File: src/rtl/plic_pkg.sv
// Shared types and constants for the PLIC source cell and its gateway.
// Holds the gateway state encoding and trigger-mode values.
package plic_pkg;

    typedef enum logic [1:0] {
        IDLE    = 2'd0,
        PENDING = 2'd1,
        CLAIMED = 2'd2
    } plic_gw_state_t;

    localparam logic PLIC_LEVEL = 1'b0;
    localparam logic PLIC_EDGE  = 1'b1;

endpackage

File: src/rtl/plic_gateway.sv
// Interrupt gateway: turns a level or rising-edge request into one pending
// request and tracks the claim/complete handshake, queueing extra edges.
module plic_gateway
    import plic_pkg::*;
#(
    parameter int MAX_PENDING_COUNT = 8,
    parameter int COUNT_BITS        = $clog2(MAX_PENDING_COUNT + 1)
) (
    input  logic clk_i,
    input  logic rst_ni,
    input  logic src_i,
    input  logic el_i,
    input  logic claim_i,
    input  logic complete_i,
    output logic ip_o,
    output logic pend_next_o
);

    localparam logic [COUNT_BITS-1:0] CNT_MAX = COUNT_BITS'(MAX_PENDING_COUNT);
    localparam logic [COUNT_BITS-1:0] CNT_ONE = COUNT_BITS'(1);

    plic_gw_state_t state_q;
    plic_gw_state_t state_d;

    logic                  src_q;
    logic                  el_q;
    logic [COUNT_BITS-1:0] cnt_q;
    logic [COUNT_BITS-1:0] cnt_d;
    logic                  rise;
    logic                  el_chg;
    logic                  req;
    logic                  take;

    assign rise   = src_i & ~src_q;
    assign el_chg = el_i ^ el_q;
    assign req    = (el_i == PLIC_EDGE) ? (rise | (cnt_q != '0)) : src_i;

    always_comb begin
        state_d = state_q;
        unique case (state_q)
            IDLE:    if (req)        state_d = PENDING;
            PENDING: if (claim_i)    state_d = CLAIMED;
            CLAIMED: if (complete_i) state_d = IDLE;
            default:                 state_d = IDLE;
        endcase
    end

    assign take = (state_q == IDLE) && (state_d == PENDING);

    // A transition out of IDLE consumes one queued edge: cnt + rise - 1.
    always_comb begin
        cnt_d = cnt_q;
        if (el_chg || el_i == PLIC_LEVEL) begin
            cnt_d = '0;
        end else if (take) begin
            if (!rise && cnt_q != '0) cnt_d = cnt_q - CNT_ONE;
        end else if (rise && cnt_q != CNT_MAX) begin
            cnt_d = cnt_q + CNT_ONE;
        end
    end

    always_ff @(posedge clk_i) begin
        if (!rst_ni) begin
            state_q <= IDLE;
            cnt_q   <= '0;
            src_q   <= 1'b0;
            el_q    <= el_i;
            ip_o    <= 1'b0;
        end else begin
            state_q <= state_d;
            cnt_q   <= cnt_d;
            src_q   <= src_i;
            el_q    <= el_i;
            ip_o    <= (state_d == PENDING);
        end
    end

    assign pend_next_o = (state_d == PENDING);

endmodule

File: src/rtl/plic_source_cell.sv
// PLIC source/target cell: one gateway plus a registered ID/priority
// column feeding each target's max-priority tree.
module plic_source_cell
    import plic_pkg::*;
#(
    parameter int ID                = 1,
    parameter int SOURCES           = 8,
    parameter int PRIORITIES        = 7,
    parameter int TARGETS           = 2,
    parameter int MAX_PENDING_COUNT = 8,
    parameter int SOURCES_BITS      = $clog2(SOURCES + 1),
    parameter int PRIORITY_BITS     = $clog2(PRIORITIES),
    parameter int COUNT_BITS        = $clog2(MAX_PENDING_COUNT + 1)
) (
    input  logic                               clk_i,
    input  logic                               rst_ni,
    input  logic                               src_i,
    input  logic                               el_i,
    input  logic [TARGETS-1:0]                 ie_i,
    input  logic [PRIORITY_BITS-1:0]           priority_i,
    input  logic                               claim_i,
    input  logic                               complete_i,
    output logic                               ip_o,
    output logic [TARGETS*SOURCES_BITS-1:0]    id_o,
    output logic [TARGETS*PRIORITY_BITS-1:0]   priority_o
);

    localparam logic [SOURCES_BITS-1:0] ID_VAL = SOURCES_BITS'(ID);

    logic pend_next;
    logic prio_nz;

    plic_gateway #(
        .MAX_PENDING_COUNT (MAX_PENDING_COUNT),
        .COUNT_BITS        (COUNT_BITS)
    ) u_gateway (
        .clk_i       (clk_i),
        .rst_ni      (rst_ni),
        .src_i       (src_i),
        .el_i        (el_i),
        .claim_i     (claim_i),
        .complete_i  (complete_i),
        .ip_o        (ip_o),
        .pend_next_o (pend_next)
    );

    assign prio_nz = (priority_i != '0);

    // Registered alongside ip_o so a claimed source leaves every tree at once.
    for (genvar t = 0; t < TARGETS; t++) begin : g_tgt
        logic                     hit;
        logic [SOURCES_BITS-1:0]  id_q;
        logic [PRIORITY_BITS-1:0] prio_q;

        assign hit = pend_next & ie_i[t] & prio_nz;

        always_ff @(posedge clk_i) begin
            if (!rst_ni) begin
                id_q   <= '0;
                prio_q <= '0;
            end else begin
                id_q   <= hit ? ID_VAL : '0;
                prio_q <= hit ? priority_i : '0;
            end
        end

        assign id_o[t*SOURCES_BITS +: SOURCES_BITS]       = id_q;
        assign priority_o[t*PRIORITY_BITS +: PRIORITY_BITS] = prio_q;
    end

endmodule

File: config.mk
export PLATFORM = sky130hd
export DESIGN_NAME = plic_source_cell
export DESIGN_NICKNAME = d
export VERILOG_FILES = /design/src/rtl/plic_pkg.sv /design/src/rtl/plic_gateway.sv /design/src/rtl/plic_source_cell.sv
export SDC_FILE = /design/constraint.sdc
export NUM_CORES = 1
export LEC_CHECK = 0
export ABC_AREA = 1
export CORE_MARGIN = 1
export CORE_UTILIZATION = 47
export DETAILED_ROUTE_END_ITERATION = 8
export PLACE_DENSITY = 0.81
export SETUP_SLACK_MARGIN = 0.1
export SLEW_MARGIN = 20
export SYNTH_ARGS = -nofsm -noshare
export SYNTH_HDL_FRONTEND = slang
export SYNTH_SLANG_ARGS = --single-unit
File: constraint.sdc
create_clock -name clk_i -period 3.2 [get_ports clk_i]
set_input_delay 0.8 -clock clk_i [delete_from_list [all_inputs] [get_ports clk_i]]
set_output_delay 0.8 -clock clk_i [all_outputs]
set_load 0.02 [all_outputs]
==> results.md, run 1 <==
* Outcome: finished with violations
* Violated checks: DRC
* Final wirelength at 1470 um
* Critical path launch point: el_i
* Length in cells of the worst reg-to-reg path at 17
* Power per Cell Area at 430 nW/um2
* Kind of capture point of the worst setup path: flop
* Area used by multi-input combinational logic at 369 um2
* Flip-flop and latch count after synthesis at 17
* Mux contribution to synthesized area at 0%
* Die area at 1900 um2
* Unrepaired setup endpoints after global routing: false
* Main flop type after synthesis: dfxtp_1
* Final Skew at 0.615 ps
* Total iterations of the first detailed-routing run at 6
* Skew-Pair Late Insertion Delay at 280 ps
* Final Setup Violations at 0
* Biggest fanout along the worst timing path at 5
* Num ports at 26
* Routed length on met2 at 756 um
* Cell area after synthesis at 815 um2
* Initial cell density of the core at 52.2%
* Number of stages on the worst setup path at 17
* Area added between synthesis and finish at 25.8%
* Via-per-instance ratio at 4.71
* Largest family of logic cells by synthesized area: simple AND/OR/NAND/NOR gates
* Number of enable-type register cells in the synthesized netlist at 0
* Gr ovfl total at 0
* Post-detailed-placement half-perimeter wirelength at 1250 um
* Type of the worst setup path: input port to flop
* Buffers from clock root to sink, at most at 2
* Sinks on Clock Net at 17
* Adder-cell area share of the yosys netlist at 5.53%
* CTS resizes at 0
* Vias in the first global route at 651
* Simple-Gate Fraction of Synth Area at 30.1%
* Min-Delay Path Class: flop to flop
* Final net count at 145
* Share of layout cells above drive strength 1 at 12.3%
* Top sig layer: met3
* Count of fill cells added during filler insertion at 137
* Leakage dissipation at 0.513 nW
* Post-route minimum period at 2610 ps
* Mean instance size in the synthesized netlist at 7.54 um2
* Setup WS post-layout at 589 ps
* FFs w/ async S/R, synth at 0%
* Startpoint of the worst-slack reg-to-reg timing path: u_gateway.cnt_q[1]
* CP Cell Sequence: clkdlybuf4s50_1, inv_1, a21oi_1, nand2_1, nand2_2, inv_1, ha_1, nand2_1, nand2_1, nor2_1, nand3_1, nand2_1, inv_1, nand2_2, nand2_1, nand2_1, nor2_1
* Post-synthesis sequential area ratio at 41.8%
* Startpoint type of the worst setup path: input port
* Largest net degree at the start of global routing at 10
* Overall power consumption at 0.000441 W
* Non-Filler Instances at 146
* Number of design-rule violations left by the first detailed-router iteration at 12
* Worst vdd ir at 349 uV
* Clock tree from TritonCTS: built
* Count of antenna diodes in the layout at 0
* CTS H-tree depth at 1
* Setup slack at placement at 270 ps
* Leading post-synthesis cells by instance count: inv_1 (19), nand2_1 (19), dfxtp_1 (17)
* Pins Over Slew Limit at 0
* Data arrival time of the worst path at 2800 ps
* Sum Neg Setup Slack at 0 ps
* Synth Area in XOR/XNOR at 1.08%
* Final weighted congestion in routability-driven placement at 0.819
* Die H at 43.6 um
* Post-route clock period utilization at 81.6%
* Largest stage delay on the critical path at 540 ps
* Floorplan Core Area at 1560 um2
* Num CTS Buffers at 3
* Global-route wire length before repair at 2660 um
* Routed length on met3 at 99 um
* Number of nets with antenna violations after detailed routing at 0
* Storage element area at 340 um2
* Cell taking the most area after synthesis: dfxtp_1
* Biggest area contributors in the synthesized netlist: dfxtp_1 (42%), inv_1 (8.8%), nand2_1 (8.8%)
* Via total after detailed routing at 688
* Count of unique library cells instantiated by Yosys at 21
* Peak Freq at 383 MHz
* Initial antenna violation count at 0
* Cell class contributing the biggest share of worst-path delay: simple AND/OR/NAND/NOR gates
* Cell chosen for the clock root: clkbuf_4
* Routed len/inst at 10.1 um
* Transition time of the tightest slew-check pin at 527 ps
* Clk slew on worst S/H paths at 90 ps
* Die extent in x at 43.6 um
* Fin. Hold Viols at 0
* Synth Area in Compound Gates at 5.84%
* PortBufs at 19
* Number of stages on the worst hold path at 2
* Hold_sp: u_gateway.cnt_q[2]
* Slew HR at 64.6%
* Row Count at 14
* Number of post-CTS setup repair buffers at 0
* Routed met1 length at 616 um
* Number of buffers inserted by hold repair at cts at 0
* Worst path required time at 3390 ps
* Placed cell count at 142
* Cell repeated most along the worst path: nand2_1
* Count of buffering cells on the critical path with inverters included at 4
* Count of synthesis-stage warnings from yosys at 0
* Cell with the biggest individual delay on the critical path: clkdlybuf4s50_1
* Final Core Density at 65.7%
* Area fraction of the dominant cell type after synthesis at 41.8%
* Combined global-route utilization of all metal layers at 19.2%
* DRC Markers at 2
* Max_cap viols at 0
* Number of cells produced by synthesis at 108
registers in the layout, summed over array words and instances (netlist names):
signal             count
u_gateway.el_q         1
u_gateway.cnt_q        4
g_tgt.id_q             2
u_gateway.ip_o         1
g_tgt.prio_q           6
u_gateway.src_q        1
u_gateway.state_q      2
placed cells by master, fill, tap and decap left out, types with 2 or more instances in the layout:
cell type and count:
clkbuf_4 3, nand3_1 7, conb_1 6, a21oi_1 4, inv_1 19, nor3_1 2
nand2_1 19, ha_1 2, nand2_2 6, nor3_2 2, nor2_1 13, inv_2 2
clkdlybuf4s50_1 19, dfxtp_1 17
tightest hold or removal path, delay by kind of cell, from the launching register on:
| family | cells | cell delay [ps] |
|---|---|---|
| flops | 1 | 340 |
| simple gates | 1 | 70 |
| compound gates | 1 | 50 |
worst paths after layout:
check | to | slack (ps)
worst min-delay path | u_gateway.cnt_q[2] | 500
worst max-delay path | u_gateway.cnt_q[3] | 590
worst max register to register | u_gateway.cnt_q[3] | 1240
worst min register to register | u_gateway.cnt_q[2] | 500
area by class of cell:
class                           instances  share of cell area (%)
Inverter                               21                    7.69
Timing Repair Buffer                   19                    18.6
Tap cell                               16                    1.95
Multi-Input combinational cell         69                    36.0
Sequential cell                        17                    33.2
Clock buffer                            4                    2.56
through the flow:
stage               area (um2)  hold slack [ps]
floorplan                  833              456
global placement           998              482
detailed placement         998              492
CTS                       1020              506
global route              1020              539
finish                    1020              499
logic make-up (layout without fill, tap and decap cells):
family	Yosys count	count (layout)
AOI/OAI and AO/OA	8	8
buffers and inverters	27	44
DFF	17	17
other	1	6
adders and majority gates	3	3
and+or+nand+nor	51	51
xor gates and xnor gates	1	1
power breakdown:
part           switching (W)  total (W)  leakage [nW]  internal [W]
sequential        0.00000415   0.000226         0.139      0.000222
clock              0.0000635   0.000112        0.0150     0.0000484
combinational      0.0000604   0.000103         0.359     0.0000421
total               0.000128   0.000441         0.513      0.000313
metal layers:
layer  global-route usage (%)  up-vias
li1                         -      359
met1                     20.2      306
met2                     34.0       23
met3                     6.25        0
met4                     9.38        0
met5                        0        -
No activity file was read; power rests on OpenSTA's default activity.
==> run 2: changes to the inputs <==
--- a/config.mk
+++ b/config.mk
@@ -7,9 +7,9 @@
 export LEC_CHECK = 0
 export ABC_AREA = 1
 export CORE_MARGIN = 1
-export CORE_UTILIZATION = 47
+export CORE_UTILIZATION = 44
 export DETAILED_ROUTE_END_ITERATION = 8
-export PLACE_DENSITY = 0.81
+export PLACE_DENSITY = 0.77
 export SETUP_SLACK_MARGIN = 0.1
 export SLEW_MARGIN = 20
 export SYNTH_ARGS = -nofsm -noshare
==> constraint.sdc (replaced) <==
create_clock -name clk_i -period 2.7 [get_ports clk_i]
set_input_delay 0.675 -clock clk_i [delete_from_list [all_inputs] [get_ports clk_i]]
set_output_delay 0.675 -clock clk_i [all_outputs]
set_load 0.02 [all_outputs]
==> run 2 against run 1 <==
Net effect: the flow now finishes without violations; register-to-register slack worse by 390 ps; global-route usage decreased by 3.0 points; first-iteration DRC count is 25% higher; cell area is 1.8% higher; cell count up 6.8%.
==> results.md, run 2 (synthesis results as in run 1) <==
* Top sig layer: met4
* Length in cells of the worst reg-to-reg path at 17 (unchanged)
* Die H at 45.0 um (+3.2%)
* Type of the worst setup path: input port to flop
* Startpoint type of the worst setup path: input port
* Largest net degree at the start of global routing at 10 (unchanged)
* Count of fill cells added during filler insertion at 163 (+19%)
* Register with the most flip-flops: g_tgt.prio_q
* Fin. Hold Viols at 0 (unchanged)
* Final wirelength at 1400 um (-5.0%)
* Post-route clock period utilization at 88.1%
* Count of antenna diodes in the layout at 0 (unchanged)
* Final net count at 146 (+0.69%)
* Outcome: complete, no violations
* CTS resizes at 0 (unchanged)
* Area used by multi-input combinational logic at 369 um2 (unchanged)
* Transition time of the tightest slew-check pin at 532 ps (+4.95 ps)
* Vias in the first global route at 604 (-7.2%)
* Global-route wire length before repair at 2350 um (-11%)
* Max reg flops at 6 (unchanged)
* Floorplan Core Area at 1730 um2 (+11%)
* Commonest non-fill, non-tap cells in the layout: inv_1 (19), nand2_1 (19), clkdlybuf4s50_1 (19), dfxtp_1 (17), nor2_1 (13)
* Post-detailed-placement half-perimeter wirelength at 1180 um (-5.9%)
* Number of post-CTS setup repair buffers at 0 (unchanged)
* Num CTS Buffers at 3 (unchanged)
* Sum Neg Setup Slack at 0 ps (unchanged)
* Via-per-instance ratio at 4.37 (-7.2%)
* Clock tree from TritonCTS: built
* Leakage dissipation at 0.517 nW (+0.91%)
* Max_cap viols at 0 (unchanged)
* Peak Freq at 420 MHz
* Clk slew on worst S/H paths at 90 ps (about the same)
* Num ports at 26 (unchanged)
* Routed length on met2 at 690 um (-8.7%)
* Slew HR at 64.3% (-0.33 points)
* Unrepaired setup endpoints after global routing: false
* Row Count at 15 (+1)
* Via total after detailed routing at 682 (-0.87%)
* Storage element area at 340 um2 (unchanged)
* Share of layout cells above drive strength 1 at 13.0% (+0.67 points)
* Die area at 2030 um2 (+6.5%)
* Min-Delay Path Class: flop to flop
* Routed length on met3 at 124 um (+25%)
* Number of design-rule violations left by the first detailed-router iteration at 15 (+3)
* Combined global-route utilization of all metal layers at 16.2% (-3.0 points)
* Registers with the most flip-flops: g_tgt.prio_q x6, u_gateway.cnt_q x4
* Buffers from clock root to sink, at most at 2 (unchanged)
* DRC Markers at 0 (-2)
* Number of stages on the worst hold path at 2 (unchanged)
* Overall power consumption at 0.000521 W (+18%)
* Die extent in x at 45.0 um (+3.2%)
* Pins Over Slew Limit at 0 (unchanged)
* Area added between synthesis and finish at 28.1%
* Cell chosen for the clock root: clkbuf_4
* Total iterations of the first detailed-routing run at 4 (-2)
* Number of nets with antenna violations after detailed routing at 0 (unchanged)
* PortBufs at 19 (unchanged)
* Routed len/inst at 8.96 um (-11%)
* Number of buffers inserted by hold repair at cts at 0 (unchanged)
* Final Skew at 5.31 ps (+4.69 ps)
* Final Setup Violations at 0 (unchanged)
* Skew-Pair Late Insertion Delay at 280 ps (about the same)
* Register-to-register path setup slack at 850 ps (-390 ps)
* Final weighted congestion in routability-driven placement at 0.782 (-4.5%)
* Kind of capture point of the worst setup path: flop
* Gr ovfl total at 0 (unchanged)
* Initial cell density of the core at 47.2% (-5.1 points)
* Power per Cell Area at 499 nW/um2 (+16%)
* CTS H-tree depth at 1 (unchanged)
* Biggest fanout along the worst timing path at 5 (unchanged)
* Worst vdd ir at 366 uV (+4.7%)
* Routed met1 length at 577 um (-6.3%)
* Data arrival time of the worst path at 2560 ps (-240 ps)
* Initial antenna violation count at 0 (unchanged)
* Sinks on Clock Net at 17 (unchanged)
* Worst path required time at 2880 ps (-510 ps)
* Post-route minimum period at 2380 ps
-- run 2: changes by cell type in the layout (fill, tap and decap cells not counted), sizes merged --
cell	before	now
buf	0	1
-- run 2: worst max-delay path, cell delays in order --
cell and delay [ps]:
clkdlybuf4s50_1 540, inv_1 60, a21oi_1 140, nand2_1 100, nand2_2 70, inv_1 50, ha_1 310, nand2_1 100
nand2_1 50, nor2_1 100, nand3_1 80, nand2_1 60, inv_1 50, nand2_2 50, nand2_1 40, nand2_1 50
nor2_1 40
-- run 2: worst paths after layout --
kind                       from            endpoint
max                        el_i  u_gateway.cnt_q[3]
min          u_gateway.cnt_q[2]  u_gateway.cnt_q[2]
max reg2reg  u_gateway.cnt_q[1]  u_gateway.cnt_q[3]
min reg2reg  u_gateway.cnt_q[2]  u_gateway.cnt_q[2]
-- run 2: power breakdown --
part           internal, W  switching (W)
clock            0.0000573      0.0000716
combinational    0.0000522      0.0000718
sequential        0.000263     0.00000481
total             0.000373       0.000148
-- run 2: through the flow --
stage	instances	hold slack [ps]	cell area, um2	utilization, %	worst slack [ps]
floorplan	113	456	833	-	655
global placement	152	476	1020	58.9	78.1
detailed placement	152	489	1020	58.9	16.6
CTS	156	502	1040	60.4	317
global route	156	515	1040	60.4	115
finish	156	500	1040	60.4	321
-- run 2: layout make-up --
class                   count  area share, %
multi-input cells          69           35.4
well taps                  25           3.00
inverters                  21           7.55
flip-flops and latches     17           32.6
clock buffers               4           2.52
repair buffers             20           18.9
-- run 2: layer usage --
metal  up-vias  GRT usage (%)
li1        361              -
met1       298           17.6
met2        21           27.2
met3         2           5.60
met4         0           9.09
met5         -              0
==> run 3: changes to the inputs <==
==> constraint.sdc (replaced) <==
create_clock -name clk_i -period 2.6 [get_ports clk_i]
set_input_delay 0.65 -clock clk_i [delete_from_list [all_inputs] [get_ports clk_i]]
set_output_delay 0.65 -clock clk_i [all_outputs]
set_load 0.02 [all_outputs]
==> run 3 against run 2 <==
Net effect: register-to-register slack lost 80 ps; count of clock-buffer cells in the layout is the same; cell count rose by 1.3%; largest cell class unchanged; largest power group unchanged.
==> results.md, run 3 (synthesis results as in run 1) <==
* Placed cell count at 154 (+1.3%)
* Slew HR at 64.5% (+0.27 points)
* Worst path required time at 2780 ps (-100 ps)
* Num CTS Buffers at 3 (unchanged)
* Initial antenna violation count at 0 (unchanged)
* Clock tree from TritonCTS: built
* Vias in the first global route at 619 (+2.5%)
* DP Area at 1030 um2 (+1.5%)
* Startpoint type of the worst setup path: input port
* Setup slack at placement at -15.2 ps (-31.8 ps)
* Post-detailed-placement half-perimeter wirelength at 1170 um (-0.75%)
* Buffers from clock root to sink, at most at 2 (unchanged)
* Leakage dissipation at 0.536 nW (+3.6%)
* Unrepaired setup endpoints after global routing: false
* Data arrival time of the worst path at 2410 ps (-150 ps)
* Transition time of the tightest slew-check pin at 528 ps (-4.04 ps)
* Register-to-register path setup slack at 770 ps (-80 ps)
* Min-Delay Path Class: flop to flop
* Routed len/inst at 9.03 um (+0.71%)
* Sinks on Clock Net at 17 (unchanged)
* Max reg flops at 6 (unchanged)
* Area used by multi-input combinational logic at 369 um2 (unchanged)
* Kind of capture point of the worst setup path: flop
* Number of post-CTS setup repair buffers at 0 (unchanged)
* Hold worst-path end: u_gateway.cnt_q[2]
* Type of the worst setup path: input port to flop
* Length in cells of the worst reg-to-reg path at 17 (unchanged)
* Final net count at 148 (+1.4%)
* Final wirelength at 1430 um (+2.0%)
* Count of fill cells added during filler insertion at 170 (+4.3%)
* Num ports at 26 (unchanged)
* Initial cell density of the core at 47.2% (unchanged)
* Non-Filler Instances at 158 (+1.3%)
* Die H at 45.0 um (unchanged)
* Area added between synthesis and finish at 30.3%
* Overall power consumption at 0.000548 W (+5.3%)
* Cell chosen for the clock root: clkbuf_4
* Commonest non-fill, non-tap cells in the layout: inv_1 (19), nand2_1 (19), clkdlybuf4s50_1 (18), dfxtp_1 (17), nor2_1 (13)
* Post-route minimum period at 2230 ps
* Fin. Hold Viols at 0 (unchanged)
* Storage element area at 340 um2 (unchanged)
* Die extent in x at 45.0 um (unchanged)
* Share of layout cells above drive strength 1 at 14.3% (+1.3 points)
* DRC Markers at 0 (unchanged)
* Number of stages on the worst hold path at 2 (unchanged)
* Worst vdd ir at 370 uV (+1.2%)
* Via-per-instance ratio at 4.30 (-1.7%)
* Total iterations of the first detailed-routing run at 3 (-1)
* Final weighted congestion in routability-driven placement at 0.778 (-0.60%)
* Final std cell area, no fill at 1060 um2 (+1.7%)
* End of the worst register-to-register path: u_gateway.cnt_q[3]
* Die area at 2030 um2 (unchanged)
* PortBufs at 19 (unchanged)
* CTS H-tree depth at 1 (unchanged)
* Peak Freq at 449 MHz
* Fin Hold WS at 488 ps (-12.5 ps)
* Count of antenna diodes in the layout at 0 (unchanged)
* Register with the most flip-flops: g_tgt.prio_q
* Registers with the most flip-flops: g_tgt.prio_q x6, u_gateway.cnt_q x4
* Skew-Pair Late Insertion Delay at 280 ps (about the same)
* Row Count at 15 (unchanged)
* Largest net degree at the start of global routing at 10 (unchanged)
* Global-route wire length before repair at 2370 um (+0.89%)
* Startpoint of the worst-slack reg-to-reg timing path: u_gateway.cnt_q[1]
* Hold_sp: u_gateway.cnt_q[2]
* Combined global-route utilization of all metal layers at 16.3% (+0.097 points)
* Max_cap viols at 0 (unchanged)
* Biggest fanout along the worst timing path at 4 (-1)
* Power per Cell Area at 517 nW/um2 (+3.5%)
* Post-route clock period utilization at 85.7%
* Number of design-rule violations left by the first detailed-router iteration at 7 (-8)
* Via total after detailed routing at 679 (-0.44%)
* Pins Over Slew Limit at 0 (unchanged)
* Number of nets with antenna violations after detailed routing at 0 (unchanged)
* Setup WS post-layout at 371 ps (+50.6 ps)
* Final Setup Violations at 0 (unchanged)
* Clk slew on worst S/H paths at 90 ps (about the same)
* Gr ovfl total at 0 (unchanged)
* Final Skew at 4.48 ps (-0.829 ps)
* Floorplan Core Area at 1730 um2 (unchanged)
* Outcome: complete, no violations
[run 3: cell types whose count changed in the layout (fill, tap and decap cells not counted)]
cell,change
buf_4,+2
clkdlybuf4s50_1,-1
dlymetal6s2s_1,+1
[run 3: layout make-up]
cell class / instances / area share, %
clock buffers: 4 / 2.48
inverters: 21 / 7.43
multi-input cells: 69 / 34.8
flip-flops and latches: 17 / 32.1
well taps: 25 / 2.95
repair buffers: 22 / 20.3
[run 3: where the power goes]
part / internal (W) / switching [W] / total [W]
Sequential: 0.000273 / 0.00000498 / 0.000278
Combinational: 0.0000596 / 0.0000754 / 0.000135
Clock: 0.0000594 / 0.0000754 / 0.000135
[run 3: how the worst max path moves through the flow]
| stage | from | to | slack [ps] |
|---|---|---|---|
| 5_1_grt | src_i | u_gateway.cnt_q[3] | 200 |
| 3_5_place_dp | el_i | u_gateway.cnt_q[3] | -20 |
| 4_1_cts | el_i | u_gateway.cnt_q[3] | 280 |
| 6_report | src_i | u_gateway.cnt_q[3] | 370 |
| 3_3_place_gp | el_i | u_gateway.cnt_q[3] | 20 |
| 2_1_floorplan | src_i | u_gateway.cnt_q[3] | 580 |
[run 3: routing by layer]
layer  wire [um]  global-route usage (%)  vias up
li1            -                       -      365
met1         615                    18.9      293
met2         713                    28.1       19
met3          91                    4.00        2
met4           5                    7.27        0
met5           0                       0        -
[run 3: through the flow]
step | utilization [%] | TNS (ps)
CTS | 61.3 | 0
finish | 61.4 | 0
global route | 61.4 | 0
floorplan | - | 0
detailed placement | 59.8 | -15.2
global placement | 59.8 | 0
[run 3: timing repair]
action | 4_1_cts | 5_1_grt
gates resized for setup | 0 | 1
hold buffers | 0 | 0
setup endpoints to repair | 0 | 1
[run 3: worst max-delay path, cell delays in order]
cell,delay [ps]
clkdlybuf4s50_1,460
nor2_1,210
nor2_4,60
nand2_2,70
inv_1,60
ha_1,300
nand3_1,110
inv_1,50
nor2_1,90
nand3_1,80
nand2_1,60
inv_1,40
nand2_2,50
nand2_1,40
nand2_1,50
nor2_1,30
